==> config.mk <==
export PLATFORM = sky130hd
export DESIGN_NAME = tm_engine_flat
export DESIGN_NICKNAME = d
export VERILOG_FILES = /design/src/rtl/tm_pkg.sv /design/src/rtl/tm_if.sv /design/src/rtl/tm_classifier.sv /design/src/rtl/tm_engine.sv /design/src/flat_wrapper.sv
export SDC_FILE = /design/constraint.sdc
export NUM_CORES = 2
export LEC_CHECK = 0
export ABC_AREA = 1
export BUFFER_PORTS_ARGS = -buffer_cell sky130_fd_sc_hd__buf_2
export CAP_MARGIN = 20
export CORE_MARGIN = 5
export CORE_UTILIZATION = 55
export DETAILED_ROUTE_END_ITERATION = 8
export GPL_TIMING_DRIVEN = 1
export HOLD_SLACK_MARGIN = 0.06
export PLACE_DENSITY = 0.71
export SYNTH_ARGS = -nofsm -noshare
export SYNTH_HDL_FRONTEND = slang
export SYNTH_SLANG_ARGS = --single-unit
==> constraint.sdc <==
create_clock -name clk -period 6.5 [get_ports clk]
set_input_delay 1.3 -clock clk [delete_from_list [all_inputs] [get_ports clk]]
set_output_delay 1.3 -clock clk [all_outputs]
set_load 0.005 [all_outputs]
==> src/rtl/tm_pkg.sv <==
// Shared types for the tm engine family: rule word layout, head moves,
// halt reason codes and the symbol-class width helper.
package tm_pkg;

  localparam int SYM_W   = 8;
  localparam int STATE_W = 4;

  typedef enum logic [1:0] {
    MOVE_STAY = 2'd0,
    MOVE_R    = 2'd1,
    MOVE_L    = 2'd2
  } move_e;

  typedef enum logic [2:0] {
    HALT_ACCEPT  = 3'd0,
    HALT_NO_RULE = 3'd1,
    HALT_EDGE_L  = 3'd2,
    HALT_EDGE_R  = 3'd3,
    HALT_TIMEOUT = 3'd4
  } halt_e;

  // move is kept as raw bits: encoding 3 is a legal "stay" that the enum cannot name
  typedef struct packed {
    logic [STATE_W-1:0] next_state;
    logic               wr_en;
    logic [SYM_W-1:0]   wr_sym;
    logic [1:0]         move;
    logic               halt;
  } rule_t;

  // Class codes 0..alpha_n-1 are alphabet hits, alpha_n means "other"
  function automatic int cls_w(input int alpha_n);
    return $clog2(alpha_n + 1);
  endfunction

endpackage

==> src/rtl/tm_if.sv <==
// Host-side bus of the tm engine: alphabet/rule/tape configuration, run
// control and halt status. master = host, slave = engine.
interface tm_if #(
  parameter int ALPHA_N    = 4,
  parameter int TAPE_DEPTH = 64,
  parameter int MAX_STEPS  = 1024
) ();
  import tm_pkg::*;

  localparam int AIDX_W = (ALPHA_N > 1) ? $clog2(ALPHA_N) : 1;
  localparam int CLS_W  = cls_w(ALPHA_N);
  localparam int ADDR_W = $clog2(TAPE_DEPTH);
  localparam int CNT_W  = $clog2(MAX_STEPS + 1);

  logic                alpha_we;
  logic [AIDX_W-1:0]   alpha_idx;
  logic [SYM_W-1:0]    alpha_sym;
  logic                rule_we;
  logic [STATE_W-1:0]  rule_state;
  logic [CLS_W-1:0]    rule_cls;
  rule_t               rule_wdata;
  logic                tape_we;
  logic [ADDR_W-1:0]   tape_addr;
  logic [SYM_W-1:0]    tape_wdata;
  logic [SYM_W-1:0]    tape_rdata;
  logic                start;
  logic [STATE_W-1:0]  start_state;
  logic [ADDR_W-1:0]   start_head;
  logic                busy;
  logic                done;
  logic [2:0]          halt_code;
  logic [STATE_W-1:0]  cur_state;
  logic [ADDR_W-1:0]   head;
  logic [CNT_W-1:0]    step_cnt;

  modport master (
    output alpha_we, alpha_idx, alpha_sym,
    output rule_we, rule_state, rule_cls, rule_wdata,
    output tape_we, tape_addr, tape_wdata,
    output start, start_state, start_head,
    input  tape_rdata, busy, done, halt_code, cur_state, head, step_cnt
  );

  modport slave (
    input  alpha_we, alpha_idx, alpha_sym,
    input  rule_we, rule_state, rule_cls, rule_wdata,
    input  tape_we, tape_addr, tape_wdata,
    input  start, start_state, start_head,
    output tape_rdata, busy, done, halt_code, cur_state, head, step_cnt
  );

endinterface

==> src/rtl/tm_classifier.sv <==
// Maps a tape symbol to its class: the lowest alphabet index holding that
// symbol, or ALPHA_N when no entry matches.
module tm_classifier
  import tm_pkg::*;
#(
  parameter int ALPHA_N = 4,
  parameter int CLS_W   = cls_w(4)
) (
  input  logic [SYM_W-1:0] sym,
  input  logic [SYM_W-1:0] alpha [ALPHA_N],
  output logic [CLS_W-1:0] cls
);

  logic [ALPHA_N-1:0] hit;

  generate
    for (genvar gi = 0; gi < ALPHA_N; gi++) begin : g_hit
      assign hit[gi] = (alpha[gi] == sym);
    end
  endgenerate

  // Priority pick: scanning downward lets the lowest matching index win
  always_comb begin
    cls = CLS_W'(ALPHA_N);
    for (int i = ALPHA_N - 1; i >= 0; i--) begin
      if (hit[i]) cls = CLS_W'(i);
    end
  end

endmodule

==> src/rtl/tm_engine.sv <==
// Programmable single-tape Turing machine: run-time loaded alphabet and
// rule table, internal tape, one step per clock with a bounded step budget.
module tm_engine
  import tm_pkg::*;
#(
  parameter int ALPHA_N    = 4,
  parameter int TAPE_DEPTH = 64,
  parameter int MAX_STEPS  = 1024
) (
  input logic clk,
  input logic reset,
  tm_if.slave bus
);

  localparam int AIDX_W = (ALPHA_N > 1) ? $clog2(ALPHA_N) : 1;
  localparam int CLS_W  = cls_w(ALPHA_N);
  localparam int ADDR_W = $clog2(TAPE_DEPTH);
  localparam int CNT_W  = $clog2(MAX_STEPS + 1);
  localparam int RULE_N = 2 ** (STATE_W + CLS_W);

  localparam logic [ADDR_W-1:0] HEAD_LAST = ADDR_W'(TAPE_DEPTH - 1);
  localparam logic [CNT_W-1:0]  MAX_CNT   = CNT_W'(MAX_STEPS);

  typedef enum logic {ST_IDLE = 1'b0, ST_RUN = 1'b1} fsm_e;

  fsm_e                 fsm_reg;
  logic                 busy_reg;
  logic                 done_reg;
  logic [2:0]           halt_code_reg;
  logic [STATE_W-1:0]   cur_state_reg;
  logic [ADDR_W-1:0]    head_reg;
  logic [CNT_W-1:0]     step_cnt_reg;
  logic [RULE_N-1:0]    rule_valid_reg;

  logic [SYM_W-1:0]     alpha_reg [ALPHA_N];
  rule_t                rule_mem  [RULE_N];
  logic [SYM_W-1:0]     tape_mem  [TAPE_DEPTH];

  logic                 cfg_ok;
  logic [SYM_W-1:0]     cur_sym;
  logic [CLS_W-1:0]     cur_cls;
  logic [STATE_W+CLS_W-1:0] rule_idx;
  rule_t                cur_rule;
  logic                 cur_valid;
  logic [CNT_W-1:0]     step_next;
  logic                 halt_now;
  halt_e                halt_kind;
  logic [ADDR_W-1:0]    head_next;

  // Host configuration is only accepted while idle and not being reset
  assign cfg_ok = !reset && (fsm_reg == ST_IDLE);

  assign cur_sym   = tape_mem[head_reg];
  assign rule_idx  = {cur_state_reg, cur_cls};
  assign cur_rule  = rule_mem[rule_idx];
  assign cur_valid = rule_valid_reg[rule_idx];
  assign step_next = step_cnt_reg + CNT_W'(1);

  tm_classifier #(
    .ALPHA_N (ALPHA_N),
    .CLS_W   (CLS_W)
  ) u_classifier (
    .sym   (cur_sym),
    .alpha (alpha_reg),
    .cls   (cur_cls)
  );

  generate
    for (genvar gi = 0; gi < ALPHA_N; gi++) begin : g_alpha
      // Alphabet entry gi: host write, survives reset
      always_ff @(posedge clk) begin
        if (cfg_ok && bus.alpha_we && bus.alpha_idx == AIDX_W'(gi))
          alpha_reg[gi] <= bus.alpha_sym;
      end
    end
  endgenerate

  // Rule payloads: host write; validity is tracked separately so reset can clear it
  always_ff @(posedge clk) begin
    if (cfg_ok && bus.rule_we)
      rule_mem[{bus.rule_state, bus.rule_cls}] <= bus.rule_wdata;
  end

  // Tape: engine writes while running, host writes while idle; a reset edge writes nothing
  always_ff @(posedge clk) begin
    if (!reset) begin
      if (fsm_reg == ST_RUN) begin
        if (cur_valid && cur_rule.wr_en)
          tape_mem[head_reg] <= cur_rule.wr_sym;
      end else if (bus.tape_we) begin
        tape_mem[bus.tape_addr] <= bus.tape_wdata;
      end
    end
  end

  // Outcome of the current step, in precedence order: missing rule, halt bit, edges, budget
  always_comb begin
    halt_now  = 1'b0;
    halt_kind = HALT_ACCEPT;
    head_next = head_reg;
    if (!cur_valid) begin
      halt_now  = 1'b1;
      halt_kind = HALT_NO_RULE;
    end else if (cur_rule.halt) begin
      halt_now  = 1'b1;
      halt_kind = HALT_ACCEPT;
    end else if (cur_rule.move == MOVE_L && head_reg == '0) begin
      halt_now  = 1'b1;
      halt_kind = HALT_EDGE_L;
    end else if (cur_rule.move == MOVE_R && head_reg == HEAD_LAST) begin
      halt_now  = 1'b1;
      halt_kind = HALT_EDGE_R;
    end else begin
      if (cur_rule.move == MOVE_L)
        head_next = head_reg - ADDR_W'(1);
      else if (cur_rule.move == MOVE_R)
        head_next = head_reg + ADDR_W'(1);
      if (step_next == MAX_CNT) begin
        halt_now  = 1'b1;
        halt_kind = HALT_TIMEOUT;
      end
    end
  end

  // Control FSM: idle configuration/start, then one machine step per clock until halt
  always_ff @(posedge clk) begin
    if (reset) begin
      fsm_reg        <= ST_IDLE;
      busy_reg       <= 1'b0;
      done_reg       <= 1'b0;
      halt_code_reg  <= 3'd0;
      cur_state_reg  <= '0;
      head_reg       <= '0;
      step_cnt_reg   <= '0;
      rule_valid_reg <= '0;
    end else begin
      done_reg <= 1'b0;
      case (fsm_reg)
        ST_IDLE: begin
          if (bus.rule_we)
            rule_valid_reg[{bus.rule_state, bus.rule_cls}] <= 1'b1;
          if (bus.start) begin
            fsm_reg       <= ST_RUN;
            busy_reg      <= 1'b1;
            cur_state_reg <= bus.start_state;
            head_reg      <= bus.start_head;
            step_cnt_reg  <= '0;
          end
        end
        ST_RUN: begin
          if (cur_valid) begin
            cur_state_reg <= cur_rule.next_state;
            step_cnt_reg  <= step_next;
          end
          head_reg <= head_next;
          if (halt_now) begin
            fsm_reg       <= ST_IDLE;
            busy_reg      <= 1'b0;
            done_reg      <= 1'b1;
            halt_code_reg <= halt_kind;
          end
        end
        default: fsm_reg <= ST_IDLE;
      endcase
    end
  end

  assign bus.tape_rdata = tape_mem[bus.tape_addr];
  assign bus.busy       = busy_reg;
  assign bus.done       = done_reg;
  assign bus.halt_code  = halt_code_reg;
  assign bus.cur_state  = cur_state_reg;
  assign bus.head       = head_reg;
  assign bus.step_cnt   = step_cnt_reg;

endmodule

==> src/flat_wrapper.sv <==
// flat-port wrapper written by rule: the top's interface ports become plain ports
module tm_engine_flat import tm_pkg::*;
#(
  parameter int ALPHA_N    = 4,
  parameter int TAPE_DEPTH = 64,
  parameter int MAX_STEPS  = 1024
)
  (clk, reset, bus_alpha_we, bus_alpha_idx, bus_alpha_sym, bus_rule_we, bus_rule_state, bus_rule_cls, bus_rule_wdata, bus_tape_we, bus_tape_addr, bus_tape_wdata, bus_start, bus_start_state, bus_start_head, bus_tape_rdata, bus_busy, bus_done, bus_halt_code, bus_cur_state, bus_head, bus_step_cnt);
  tm_if #(.ALPHA_N(ALPHA_N), .TAPE_DEPTH(TAPE_DEPTH), .MAX_STEPS(MAX_STEPS)) bus_i ();
  input logic clk;
  input logic reset;
  input wire logic [$bits(bus_i.alpha_we)-1:0] bus_alpha_we;
  input wire logic [$bits(bus_i.alpha_idx)-1:0] bus_alpha_idx;
  input wire logic [$bits(bus_i.alpha_sym)-1:0] bus_alpha_sym;
  input wire logic [$bits(bus_i.rule_we)-1:0] bus_rule_we;
  input wire logic [$bits(bus_i.rule_state)-1:0] bus_rule_state;
  input wire logic [$bits(bus_i.rule_cls)-1:0] bus_rule_cls;
  input wire logic [$bits(bus_i.rule_wdata)-1:0] bus_rule_wdata;
  input wire logic [$bits(bus_i.tape_we)-1:0] bus_tape_we;
  input wire logic [$bits(bus_i.tape_addr)-1:0] bus_tape_addr;
  input wire logic [$bits(bus_i.tape_wdata)-1:0] bus_tape_wdata;
  input wire logic [$bits(bus_i.start)-1:0] bus_start;
  input wire logic [$bits(bus_i.start_state)-1:0] bus_start_state;
  input wire logic [$bits(bus_i.start_head)-1:0] bus_start_head;
  output wire logic [$bits(bus_i.tape_rdata)-1:0] bus_tape_rdata;
  output wire logic [$bits(bus_i.busy)-1:0] bus_busy;
  output wire logic [$bits(bus_i.done)-1:0] bus_done;
  output wire logic [$bits(bus_i.halt_code)-1:0] bus_halt_code;
  output wire logic [$bits(bus_i.cur_state)-1:0] bus_cur_state;
  output wire logic [$bits(bus_i.head)-1:0] bus_head;
  output wire logic [$bits(bus_i.step_cnt)-1:0] bus_step_cnt;
  assign bus_i.alpha_we = bus_alpha_we;
  assign bus_i.alpha_idx = bus_alpha_idx;
  assign bus_i.alpha_sym = bus_alpha_sym;
  assign bus_i.rule_we = bus_rule_we;
  assign bus_i.rule_state = bus_rule_state;
  assign bus_i.rule_cls = bus_rule_cls;
  assign bus_i.rule_wdata = bus_rule_wdata;
  assign bus_i.tape_we = bus_tape_we;
  assign bus_i.tape_addr = bus_tape_addr;
  assign bus_i.tape_wdata = bus_tape_wdata;
  assign bus_i.start = bus_start;
  assign bus_i.start_state = bus_start_state;
  assign bus_i.start_head = bus_start_head;
  assign bus_tape_rdata = bus_i.tape_rdata;
  assign bus_busy = bus_i.busy;
  assign bus_done = bus_i.done;
  assign bus_halt_code = bus_i.halt_code;
  assign bus_cur_state = bus_i.cur_state;
  assign bus_head = bus_i.head;
  assign bus_step_cnt = bus_i.step_cnt;
  tm_engine #(.ALPHA_N(ALPHA_N), .TAPE_DEPTH(TAPE_DEPTH), .MAX_STEPS(MAX_STEPS)) u_core (.clk(clk), .reset(reset), .bus(bus_i));
endmodule
==> impl_metrics.toml <==
[clock_network]
cts_sinks = 2209
cts_buffers = 219
cts-root-buf = "clkbuf_16"
tritoncts = "built"
clk_latency_ps = 890
clkTransAtPathRegs_ps = 60
cts_max_level = 4
clockBufferDepth = 3

[finish]
syn_to_final_growth_pct = 13.7
fin_cells = 11500
nNetsFinal = 9060
layout-drive-gt1-share_pct = 12.2
post-route-util_pct = 62.7
largest_reg_flops = 1536

[run_status]
status = "complete, no violations"

[sta]
fmax_mhz = 157
worstMarginPinSlew_ps = 1200
post-route-period-util_pct = 97.8
period_needed_ps = 6360
drv_slew = 0
finalClockSkew_ps = 77.7
relSlewSlack_pct = 20.1
whs_ps = 454
hold_viol_final = 0
finalSetupViolations = 0

[floorplan]
rows = 153
die_w_um = 427
die_area_sq_um = 183000
coreArea_sq_um = 173000
io_pins = 97
die_h_um = 427
initial_core_util_pct = 55.2

[grt]
grtUsageMet2_pct = 49.4
grt_use_met1_pct = 42.6
grt_remaining_overflow = 0
grt_pass1_vias = 68600
grt.met3_usage_pct = 5.60
antenna_found_initial = 7
grt_max_degree = 90
grt_pass1_wl_mm = 436
grt_use_total_pct = 31.6
top_usage_layer = "met2"

[drt]
totalWireLength_mm = 297
drtAntennaViolNets = 0
wl_per_cell_um = 25.8
viasPerCell = 6.32
vias = 72700
drtIter0Drc = 10900
firstDrtPassIters = 9
drc = 0

[synthesis]
async_flop_share_pct = 0
synth_cells = 8792
yosysSeqAreaShare_pct = 67.9
synth_edf_count = 2080
syn_avg_cell_area_sq_um = 10.9
syn_area_sq_um = 95700
synth_nets = 8863
synth_area_leaders = "edfxtp_1 (65%), nand2_1 (8.0%), nand3_1 (7.2%)"
synth_seq_cells = 2209
ys_warn_count = 0
ys_types = 46
netlist.top_cell.by_area = "edfxtp_1"
synthDominantCellAreaShare_pct = 65.2
synth-main-ff-cell = "edfxtp_1"

[setup_path]
critPathLaunchType = "register"
cpMostUsedCell = "nand3_1"
critical-path-max-stage-delay_ps = 840
crit_type = "reg2reg"
worstPathArrival_ps = 6880
cp_slowest_cell = "buf_4"
reg2reg_slack_ps = 140
cp.required_ps = 7020
r2r-end = "u_core.tape_mem[41][0]"
worst_setup_path_end_kind = "register"
cp_max_fo = 73
r2r_cells = 33

[power_and_ir_drop]
ir_drop_v = 0.000294
power_frac_comb_pct = 16.7
p_sw_share_pct = 28.0
leakage_uw = 0.0386
intPower_uw = 24700
clkPwrFrac_pct = 36.7
power_density_nw_per_um2 = 316
seqPwrFrac_pct = 46.7
p_total_uw = 34400
p_switching_uw = 9640

[worst_hold_path]
hold_path.class = "reg2reg"
worst_hold_path.num_cells = 2
hp-start = "u_core.rule_valid_reg[93]"
worstHoldEndpoint = "u_core.rule_valid_reg[93]"

[run]
drv_cap = 0

[placement]
dp.cells = 11100
place_hpwl_mm = 177
io_buffers = 96
gp_congestion = 0.941
==> routing by layer <==
metal	up-vias	wire (um)
met5	-	0
met4	0	17800
met1	34900	110000
met3	859	32900
li1	31800	-
met2	5093	136000
==> placed cells by master (no fill, tap or decap), types with 62 or more instances in the layout <==
master     instances
a21oi_1          195
a31oi_1          111
buf_12            62
buf_2             78
buf_4            471
clkbuf_1          62
clkbuf_16        225
dfxtp_1          123
edfxtp_1        2080
inv_1            137
nand2_1         2027
nand3_1         1346
nor2_1           646
o211ai_1         121
o21ai_0          611
o21bai_1         113
o22ai_1          187
or2_1             63
==> worst max path at each step <==
stage | endpoint | slack [ps] | cells after the start
detailed placement | register | -330 | 41
floorplan | register | 1540 | 44
finish | u_core.tape_mem[41][0] | 140 | 33
global route | register | -70 | 39
global placement | register | -180 | 43
CTS | register | 9 | 40
==> power groups by stage <==
stage / Sequential [uW] / Clock (uW) / Combinational, uW
CTS: 16000 / 12700 / 5430
floorplan: 16300 / 0 / 3040
detailed placement: 16300 / 0 / 5350
global route: 16000 / 13300 / 6040
finish: 16000 / 12600 / 5730
global placement: 16300 / 0 / 5270
==> worst max-delay path: cells and delay by family (launching register included) <==
kind / cells / cell delay [ps]
XOR/XNOR: 1 / 230
buffers and inverters: 7 / 2040
AND/OR/NAND/NOR: 25 / 3100
flip-flops: 1 / 400
==> synthesized netlist by cell type (60+ instances only) <==
master / instances
edfxtp_1: 2080
nand2_1: 2041
nand3_1: 1374
nor2_1: 655
o21ai_0: 617
clkbuf_1: 302
buf_2: 231
a21oi_1: 197
o22ai_1: 187
inv_1: 143
dfxtp_1: 129
o211ai_1: 121
o21bai_1: 113
a31oi_1: 111
buf_1: 66
or2_1: 63
or2_2: 60
==> per-stage QoR <==
step	setup slack (ps)	cell area [sq um]	TNS, ps
2_1_floorplan	1540	95700	0
3_3_place_gp	-180	101000	-490
3_5_place_dp	-333	101000	-1780
4_1_cts	8.64	108000	0
5_1_grt	-72.1	109000	-222
6_report	142	109000	0
==> cell families (layout without fill, tap and decap cells) <==
kind of cell	after synthesis	count (layout)	synth area share (%)
adder cells (fa/ha/maj)	8	8	0.112
other	0	3	0
AND/OR/NAND/NOR	4321	4321	19.4
XOR/XNOR	29	29	0.265
flip-flops	2209	2209	67.9
AO/OA/AOI/OAI	1407	1407	8.46
buffers and inverters	818	1197	3.86
==> area by class of cell <==
class,count,area (sq um)
diodes,3,7.51
clock buffers,289,5820
clock inverters,114,1310
fillers,13300,64600
inverters,154,649
multi-input cells,5765,27400
flip-flops and latches,2209,65100
well taps,2325,2910
repair buffers,639,5690
repair inverters,1,11.3
==> what timing repair did <==
action                     4_1_cts  5_1_grt
cloned                           2        7
buffers inserted                 4       10
resized for setup               15       73
setup endpoints to repair       12      538
pin swaps                        2       15
hold buffers                     0        0
No activity file was read; power rests on OpenSTA's default activity.
